File: src/rtl/vga_timing_ctrl.sv
// VGA timing and mode controller: pixel/line counters, sync strobes and active-region
// margins, with new video modes accepted by handshake and applied only at a frame boundary.
module vga_timing_ctrl #(
    parameter int   REZ_MAX_WIDTH = 11,
    parameter logic SYNC_POL      = 1'b0
) (
    input  logic                     clk,
    input  logic                     rst,
    input  logic                     cfg_valid,
    output logic                     cfg_ready,
    input  logic [REZ_MAX_WIDTH-1:0] cfg_h_total,
    input  logic [REZ_MAX_WIDTH-1:0] cfg_v_total,
    input  logic [REZ_MAX_WIDTH-1:0] cfg_h_sync_end,
    input  logic [REZ_MAX_WIDTH-1:0] cfg_v_sync_end,
    input  logic [REZ_MAX_WIDTH-1:0] cfg_h_act_start,
    input  logic [REZ_MAX_WIDTH-1:0] cfg_h_act_end,
    input  logic [REZ_MAX_WIDTH-1:0] cfg_v_act_start,
    input  logic [REZ_MAX_WIDTH-1:0] cfg_v_act_end,
    output logic                     cfg_err,
    output logic [REZ_MAX_WIDTH-1:0] Count_h,
    output logic [REZ_MAX_WIDTH-1:0] Count_v,
    output logic [REZ_MAX_WIDTH-1:0] H_left_margin,
    output logic [REZ_MAX_WIDTH-1:0] H_right_margin,
    output logic [REZ_MAX_WIDTH-1:0] V_left_margin,
    output logic [REZ_MAX_WIDTH-1:0] V_right_margin,
    output logic                     HSYNC,
    output logic                     VSYNC,
    output logic                     frame_start
);

    localparam logic [REZ_MAX_WIDTH-1:0] ONE = REZ_MAX_WIDTH'(1);
    localparam logic [REZ_MAX_WIDTH-1:0] TWO = REZ_MAX_WIDTH'(2);

    typedef enum logic [1:0] {IDLE, RUN, PENDING} state_t;

    typedef struct packed {
        logic [REZ_MAX_WIDTH-1:0] h_total;
        logic [REZ_MAX_WIDTH-1:0] v_total;
        logic [REZ_MAX_WIDTH-1:0] h_sync_end;
        logic [REZ_MAX_WIDTH-1:0] v_sync_end;
        logic [REZ_MAX_WIDTH-1:0] h_act_start;
        logic [REZ_MAX_WIDTH-1:0] h_act_end;
        logic [REZ_MAX_WIDTH-1:0] v_act_start;
        logic [REZ_MAX_WIDTH-1:0] v_act_end;
    } mode_t;

    state_t                   state_q;
    mode_t                    mode_q, shadow_q, cfg_mode;
    logic [REZ_MAX_WIDTH-1:0] count_h_q, count_v_q, count_h_d, count_v_d;
    logic                     hsync_q, vsync_q, cfg_err_q;
    logic                     h_last, v_last, frame_end, xfer, cfg_ok;

    assign cfg_mode = '{
        h_total:     cfg_h_total,
        v_total:     cfg_v_total,
        h_sync_end:  cfg_h_sync_end,
        v_sync_end:  cfg_v_sync_end,
        h_act_start: cfg_h_act_start,
        h_act_end:   cfg_h_act_end,
        v_act_start: cfg_v_act_start,
        v_act_end:   cfg_v_act_end
    };

    assign cfg_ready = (state_q != PENDING);
    assign xfer      = cfg_valid && cfg_ready;
    assign cfg_ok    = (cfg_h_total >= TWO) && (cfg_v_total >= TWO);

    // NOTE: every variable assigned in always_comb gets a default first, so no latch is inferred.
    always_comb begin
        h_last    = (count_h_q == mode_q.h_total - ONE);
        v_last    = (count_v_q == mode_q.v_total - ONE);
        frame_end = h_last && v_last;
        count_h_d = count_h_q + ONE;
        count_v_d = count_v_q;
        if (h_last) begin
            count_h_d = '0;
            count_v_d = v_last ? '0 : count_v_q + ONE;
        end
    end

    // NOTE: sequential state uses non-blocking assignments so all registers update together.
    always_ff @(posedge clk) begin
        if (rst) begin
            state_q              <= IDLE;
            mode_q               <= '0;
            mode_q.h_act_start   <= '1;
            mode_q.v_act_start   <= '1;
            shadow_q             <= '0;
            count_h_q            <= '0;
            count_v_q            <= '0;
            hsync_q              <= ~SYNC_POL;
            vsync_q              <= ~SYNC_POL;
            cfg_err_q            <= 1'b0;
        end else begin
            cfg_err_q <= xfer && !cfg_ok;
            case (state_q)
                IDLE: begin
                    hsync_q <= ~SYNC_POL;
                    vsync_q <= ~SYNC_POL;
                    if (xfer && cfg_ok) begin
                        mode_q  <= cfg_mode;
                        state_q <= RUN;
                    end
                end
                RUN, PENDING: begin
                    count_h_q <= count_h_d;
                    count_v_q <= count_v_d;
                    // Syncs are derived from the current counters, so they lag them by one cycle.
                    hsync_q   <= (count_h_q < mode_q.h_sync_end) ? SYNC_POL : ~SYNC_POL;
                    vsync_q   <= (count_v_q < mode_q.v_sync_end) ? SYNC_POL : ~SYNC_POL;
                    if (state_q == PENDING) begin
                        if (frame_end) begin
                            mode_q  <= shadow_q;
                            state_q <= RUN;
                        end
                    end else if (xfer && cfg_ok) begin
                        if (frame_end) begin
                            mode_q <= cfg_mode;
                        end else begin
                            shadow_q <= cfg_mode;
                            state_q  <= PENDING;
                        end
                    end
                end
                default: state_q <= IDLE;
            endcase
        end
    end

    assign Count_h        = count_h_q;
    assign Count_v        = count_v_q;
    assign H_left_margin  = mode_q.h_act_start;
    assign H_right_margin = mode_q.h_act_end;
    assign V_left_margin  = mode_q.v_act_start;
    assign V_right_margin = mode_q.v_act_end;
    assign HSYNC          = hsync_q;
    assign VSYNC          = vsync_q;
    assign cfg_err        = cfg_err_q;
    assign frame_start    = (state_q == RUN) && (count_h_q == '0) && (count_v_q == '0);

endmodule

File: config.mk
export PLATFORM = sky130hd
export DESIGN_NAME = vga_timing_ctrl
export DESIGN_NICKNAME = d
export VERILOG_FILES = /design/src/rtl/vga_timing_ctrl.sv
export SDC_FILE = /design/constraint.sdc
export NUM_CORES = 1
export LEC_CHECK = 0
export ABC_CLOCK_PERIOD_IN_PS = 3600
export BUFFER_PORTS_ARGS = -buffer_cell sky130_fd_sc_hd__buf_4
export CAP_MARGIN = 30
export CORE_ASPECT_RATIO = 1.5
export CORE_MARGIN = 5
export CORE_UTILIZATION = 35
export CTS_CLUSTER_SIZE = 16
export DETAILED_ROUTE_END_ITERATION = 12
export SYNTH_ARGS = -nofsm -noshare
export SYNTH_HDL_FRONTEND = slang
export SYNTH_SLANG_ARGS = --single-unit
File: constraint.sdc
create_clock -name clk -period 3.6 [get_ports clk]
set_input_delay 0.54 -clock clk [delete_from_list [all_inputs] [get_ports clk]]
set_output_delay 0.54 -clock clk [all_outputs]
set_load 0.02 [all_outputs]
==> results of run 1 <==
stage by stage:
stage	setup WS [ns]	cell area [um2]	std cells
2_1_floorplan	0.5446	9950	1184
3_3_place_gp	0.1827	11190	1581
3_5_place_dp	0.1474	11190	1581
4_1_cts	0.1266	11920	1620
5_1_grt	-0.01960	11930	1621
6_report	0.2794	11930	1621
area by class of cell:
class	instances	area (um2)	share of cell area, %
multi-input cells	813	5091	42.69
flip-flops and latches	203	4064	34.07
repair buffers	187	1483	12.43
clock buffers	30	631.9	5.298
well taps	346	432.9	3.630
inverters	32	120.1	1.007
clock inverters	9	101.3	0.8498
diodes	1	2.502	0.02098
where the power goes:
part,switching [mW],internal [mW]
Sequential,0.435,2.83
Clock,0.918,1.37
Combinational,2.09,1.58
registers in the layout, indices dropped and copies added, names as in the netlist, 2 cells and up:
name / cells
V_left_margin: 11
shadow_q: 88
mode_q: 44
H_right_margin: 11
V_right_margin: 11
Count_h: 11
state_q: 2
Count_v: 11
H_left_margin: 11
worst register-to-register path, delay by kind of cell, from the launching register on:
kind | cells | cell delay (ns)
AO/OA/AOI/OAI | 4 | 0.75
adder cells (fa/ha/maj) | 1 | 0.29
buffers and inverters | 2 | 0.34
flip-flops | 1 | 0.40
AND/OR/NAND/NOR | 4 | 1.38
Yosys cell counts (29+ instances only):
cell,number,area [um2]
inv_1,31,116.4
nor3_1,77,385.4
a211oi_1,93,698.2
nor2_1,38,142.6
nor4_1,29,181.4
dfxtp_1,203,4064
nand2_1,186,698.2
a21oi_1,119,595.6
buf_4,47,352.8
clkbuf_1,65,244.0
mux2i_1,68,680.7
ha_1,30,375.4
how the worst min path moves through the flow:
stage	startpoint	to
floorplan	shadow_q[11]	shadow_q[11]
global placement	shadow_q[15]	shadow_q[15]
detailed placement	shadow_q[33]	shadow_q[33]
CTS	cfg_v_sync_end[4]	shadow_q[48]
global route	cfg_h_act_end[7]	shadow_q[29]
finish	cfg_h_act_end[9]	shadow_q[31]
kinds of logic after synthesis:
kind of cell	share of synthesized area, %
AO/OA/AOI/OAI	16.11
XOR/XNOR	3.697
adder cells (fa/ha/maj)	3.773
buffers and inverters	8.363
flip-flops	40.85
multiplexers	7.067
AND/OR/NAND/NOR	20.15
what timing repair did:
action	in CTS	in global routing
endpoints found under the setup margin	0	176
buffers inserted	0	0
gates resized for setup	0	1
per-layer routing:
layer  part of all wire [%]  vias up  wire length [um]
met1                     42     3993             11940
met3                    5.9       30              1668
met4                    2.2        2               624
met5                  0.046        -                13
li1                       -     4273                 -
met2                     49      198             13920
==> impl_metrics.toml, run 1 <==
[layout]
fin_util_pct = 42.51
final_common_cell = "dfxtp_1"
syn2layout_area_growth_pct = 19.87
drive_above_1_share_pct = 18.29
final_nets = 1380
layout_common_cells = "203 x dfxtp_1, 186 x nand2_1, 180 x buf_4"
nFillCells = 2765

[critical_path]
r2r-start = "mode_q[77]"
start_kind = "flip-flop"
r2r_cells = 11
worstPathArrival_ns = 3.66
crit_path_cell_trace = "inv_1, ha_1, o21ba_2, a221oi_1, a41o_1, nand4_1, or3_1, nor4_4, or2_4, buf_12, a211oi_1"
max_stage_delay_ns = 0.46
crit_fanout = 35
critPathKind = "flip-flop to flip-flop"
critPathLaunch = "mode_q[77]"
cp_slowest_cell = "or3_1"
reg2reg_slack_ns = 0.28
cp-endpoint = "H_right_margin[1]"
path_delay_family = "simple AND/OR/NAND/NOR gates"
critical_path_buf_inv_count = 2
path_depth = 11
r2r_end = "H_right_margin[1]"
worst_ep_required_time_ns = 3.94
worstSetupEndpointType = "flip-flop"

[die]
start_util_pct = 35.46
rows = 75
ios = 162
core_um2 = 28060
die_h_um = 216.5
die_w_um = 147.7
die-area_um2 = 31970

[clock_network]
cts-root-buf = "clkbuf_16"
clk_latency_ns = 0.50
cts_tree = "done"
cts.sinks = 203
cts_max_level = 1
path_clk_slew_ns = 0.06
cts_hold_buf = 0
cts_buffers = 22
clockBufferDepth = 3

[route]
drt-total-wl_mm = 28.17
firstDrtPassIters = 5
wl_per_cell_um = 17.38
drtIter0Drc = 341
ant_nets = 0
drt-vias-per-instance = 5.241
routed-via-count = 8496
drc = 0

[synth]
syn-num-nets = 1305
synth_area_um2 = 9950
synth_warnings = 0
yosys_register_bits = 203
syn_inst = 1184
synth_area_per_cell_um2 = 8.403
ys_seq_area_share_pct = 40.85
synth-edff-count = 0
yosysUniqueCellTypes = 53
async_flop_share_pct = 0
ys.flop_type = "dfxtp_1"

[min_path]
whs_path_depth = 3
hp-class = "primary input to flip-flop"

[global_route]
antenna_found_initial = 2
busiest_layer = "met2"
grt_pass1_vias = 8096
grt_max_degree = 109
overflow = 0
met2_usage_pct = 29.28
grt_util_all_layers_pct = 16.94
grt_util_met3_pct = 3.615
grt_first_pass_wirelength_mm = 44.55
met1_usage_pct = 21.14

[placement]
place_hpwl_mm = 18.50
gp_congestion = 0.8439
port_buffers = 161

[timing]
slew_headroom_pct = 43.11
max_freq_mhz = 301.2
final_max_slew_viol_count = 0
max_slew.worst_pin.slew_ns = 0.8533
fin_crit_ns = 3.321
clock_skew_ns = 0.009211
setup_viol = 0
fin_setup_tns_ns = 0
holdWs_ns = 0.2962
finalHoldViolCount = 0
fin_crit_sh_pct = 92.24

[power_and_ir_drop]
power_mw = 9.221
vdd.ir_drop.worst_v = 0.0004576
powerDensity_nw_per_um2 = 773.2
p_leak_nw = 4.421

[status]
run_status = "finished clean"

[run]
drv_cap = 0
Note: power is estimated with default switching activity, not from simulation.
==> run 2: changes to the inputs <==
--- a/config.mk
+++ b/config.mk
@@ -8,7 +8,7 @@
 export ABC_CLOCK_PERIOD_IN_PS = 3600
 export BUFFER_PORTS_ARGS = -buffer_cell sky130_fd_sc_hd__buf_4
 export CAP_MARGIN = 30
-export CORE_ASPECT_RATIO = 1.5
+export CORE_ASPECT_RATIO = 2
 export CORE_MARGIN = 5
 export CORE_UTILIZATION = 35
 export CTS_CLUSTER_SIZE = 16
==> impl_metrics.toml, run 2 (synthesis gave the netlist of run 1 again) <==
[clock_network]
path_clk_slew_ns = 0.06
cts_buffers = 20
cts-root-buf = "clkbuf_16"
clockBufferDepth = 3
clk_latency_ns = 0.50
cts_setup_buffers = 0
cts_max_level = 1
cts.sinks = 203
cts_tree = "done"

[route]
top_layer = "met4"
dr_wl_met3_mm = 1.341
wl_met2_mm = 15.22
routed-via-count = 8601
drt-total-wl_mm = 28.95
drt-met1-wl_mm = 11.03
drtIter0Drc = 430
wl_per_cell_um = 17.77
ant_nets = 0
firstDrtPassIters = 4
drt-vias-per-instance = 5.280
drc = 0

[timing]
fin_crit_sh_pct = 92.24
max_freq_mhz = 301.1
final_max_slew_viol_count = 0
fin_crit_ns = 3.321
max_slew.worst_pin.slew_ns = 1.033
slew_headroom_pct = 31.12
rsz0062_at_grt = "no"
fin_setup_tns_ns = 0
clock_skew_ns = 0.008656
finalHoldViolCount = 0
setup_viol = 0

[layout]
final_nets = 1379
drive_above_1_share_pct = 17.95
layout_common_cells = "203 x dfxtp_1, 186 x nand2_1, 179 x buf_4"
top_regs = "shadow_q: 88 flops, mode_q: 44 flops"
syn2layout_area_growth_pct = 19.48
fin_util_pct = 42.16
final_common_cell = "dfxtp_1"
final_area_um2 = 11890
largest_reg_flops = 88
max_flop_register = "shadow_q"

[power_and_ir_drop]
power_frac_comb_pct = 40.9
p_int_mw = 5.632
p_leak_nw = 4.391
p_sw_mw = 3.422
switching_share_pct = 37.79
p_seq_share_pct = 35.9
powerDensity_nw_per_um2 = 761.6
clock_power_share_pct = 23.3
vdd.ir_drop.worst_v = 0.0003554

[critical_path]
critPathKind = "flip-flop to flip-flop"
r2r_end = "shadow_q[6]"
r2r-start = "mode_q[77]"
path_delay_family = "compound AO/OA/AOI/OAI gates"
start_kind = "flip-flop"
worst_ep_required_time_ns = 4.02
r2r_cells = 12
max_stage_delay_ns = 0.47
crit_path_cell_trace = "inv_1, ha_1, o21ba_2, a221oi_1, a41o_1, nand4_1, or3_1, buf_4, o211ai_1, buf_12, nand2_1, a21oi_1"
reg2reg_slack_ns = 0.28
cp_slowest_cell = "or3_1"
worstSetupEndpointType = "flip-flop"
critical_path_buf_inv_count = 3
crit_fanout = 88
worstPathArrival_ns = 3.74

[die]
ios = 162
core_um2 = 28190
die_h_um = 248.4
die-area_um2 = 32100
rows = 87
die_w_um = 129.2
start_util_pct = 35.29

[min_path]
whs_path_depth = 3
hp-class = "primary input to flip-flop"
min_from = "cfg_h_act_end[8]"
hold_end = "shadow_q[30]"

[global_route]
grt_util_all_layers_pct = 17.56
grt_pass1_vias = 8275
antenna_found_initial = 3
grt_first_pass_wirelength_mm = 45.69
overflow = 0
grt_max_degree = 125

[placement]
dpl_cell_area_um2 = 11230
port_buffers = 161
place_hpwl_mm = 19.53
gp_congestion = 0.8150

[status]
run_status = "finished clean"

[run]
drv_cap = 0
-- run 2: cell types whose count changed in the layout (fill, tap and decap cells not counted), sizes merged --
cell      change
clkinv        -3
buf           +1
diode         +2
clkinvlp      -1
bufinv        -1
-- run 2: worst reg2reg max path, stage by stage, from the launching register on --
cell      delay (ns)
dfxtp_1         0.41
inv_1           0.07
ha_1            0.30
o21ba_2         0.23
a221oi_1        0.30
a41o_1          0.14
nand4_1         0.14
or3_1           0.47
buf_4           0.19
o211ai_1        0.27
buf_12          0.40
nand2_1         0.16
a21oi_1         0.15
-- run 2: through the flow --
step                worst slack [ns]  hold WS, ns  instances  total power [mW]
global placement              0.2576       0.4369       1592             6.946
CTS                           0.1460       0.2656       1626             9.179
global route                0.008493       0.2697       1629             9.690
finish                        0.2793       0.2884       1629             9.053
floorplan                     0.5446       0.4317       1184             6.034
detailed placement            0.1926       0.4420       1592             7.036
-- run 2: power by group through the flow --
stage,logic (mW),registers [mW],clock network [mW]
after floorplan,2.86,3.17,0
after global placement,3.67,3.28,0
after detailed placement,3.74,3.30,0
after CTS,3.75,3.25,2.18
after global routing,4.09,3.32,2.27
final,3.70,3.25,2.11
-- run 2: layer usage --
| metal | vias to the layer above | GRT usage [%] |
|---|---|---|
| met3 | 56 | 2.749 |
| met2 | 184 | 30.88 |
| li1 | 4265 | - |
| met1 | 4096 | 20.22 |
| met4 | 0 | 8.681 |
| met5 | - | 0 |
-- run 2: worst max-delay path by stage --
stage                           from                end  slack (ns)  cells past startpoint
after global routing      mode_q[66]         mode_q[56]       0.008                     11
after CTS                 mode_q[66]         mode_q[56]        0.15                     11
after global placement    mode_q[66]  H_right_margin[3]        0.26                     11
final                     mode_q[77]        shadow_q[6]        0.28                     12
after floorplan           mode_q[77]   H_left_margin[0]        0.54                     15
after detailed placement  mode_q[66]         mode_q[56]        0.19                     11
-- run 2: cell type report --
cell class,count,area [um2]
Antenna cell,3,7.507
Multi-Input combinational cell,813,5091
Clock inverter,4,45.04
Fill cell,2842,16310
Timing Repair Buffer,188,1515
Inverter,32,120.1
Clock buffer,30,599.3
Tap cell,356,445.4
Sequential cell,203,4064
-- run 2: what timing repair did --
action / 4_1_cts / 5_1_grt
hold buffers: 0 / 0
gates resized for setup: 0 / 1
setup endpoints to repair: 0 / 177
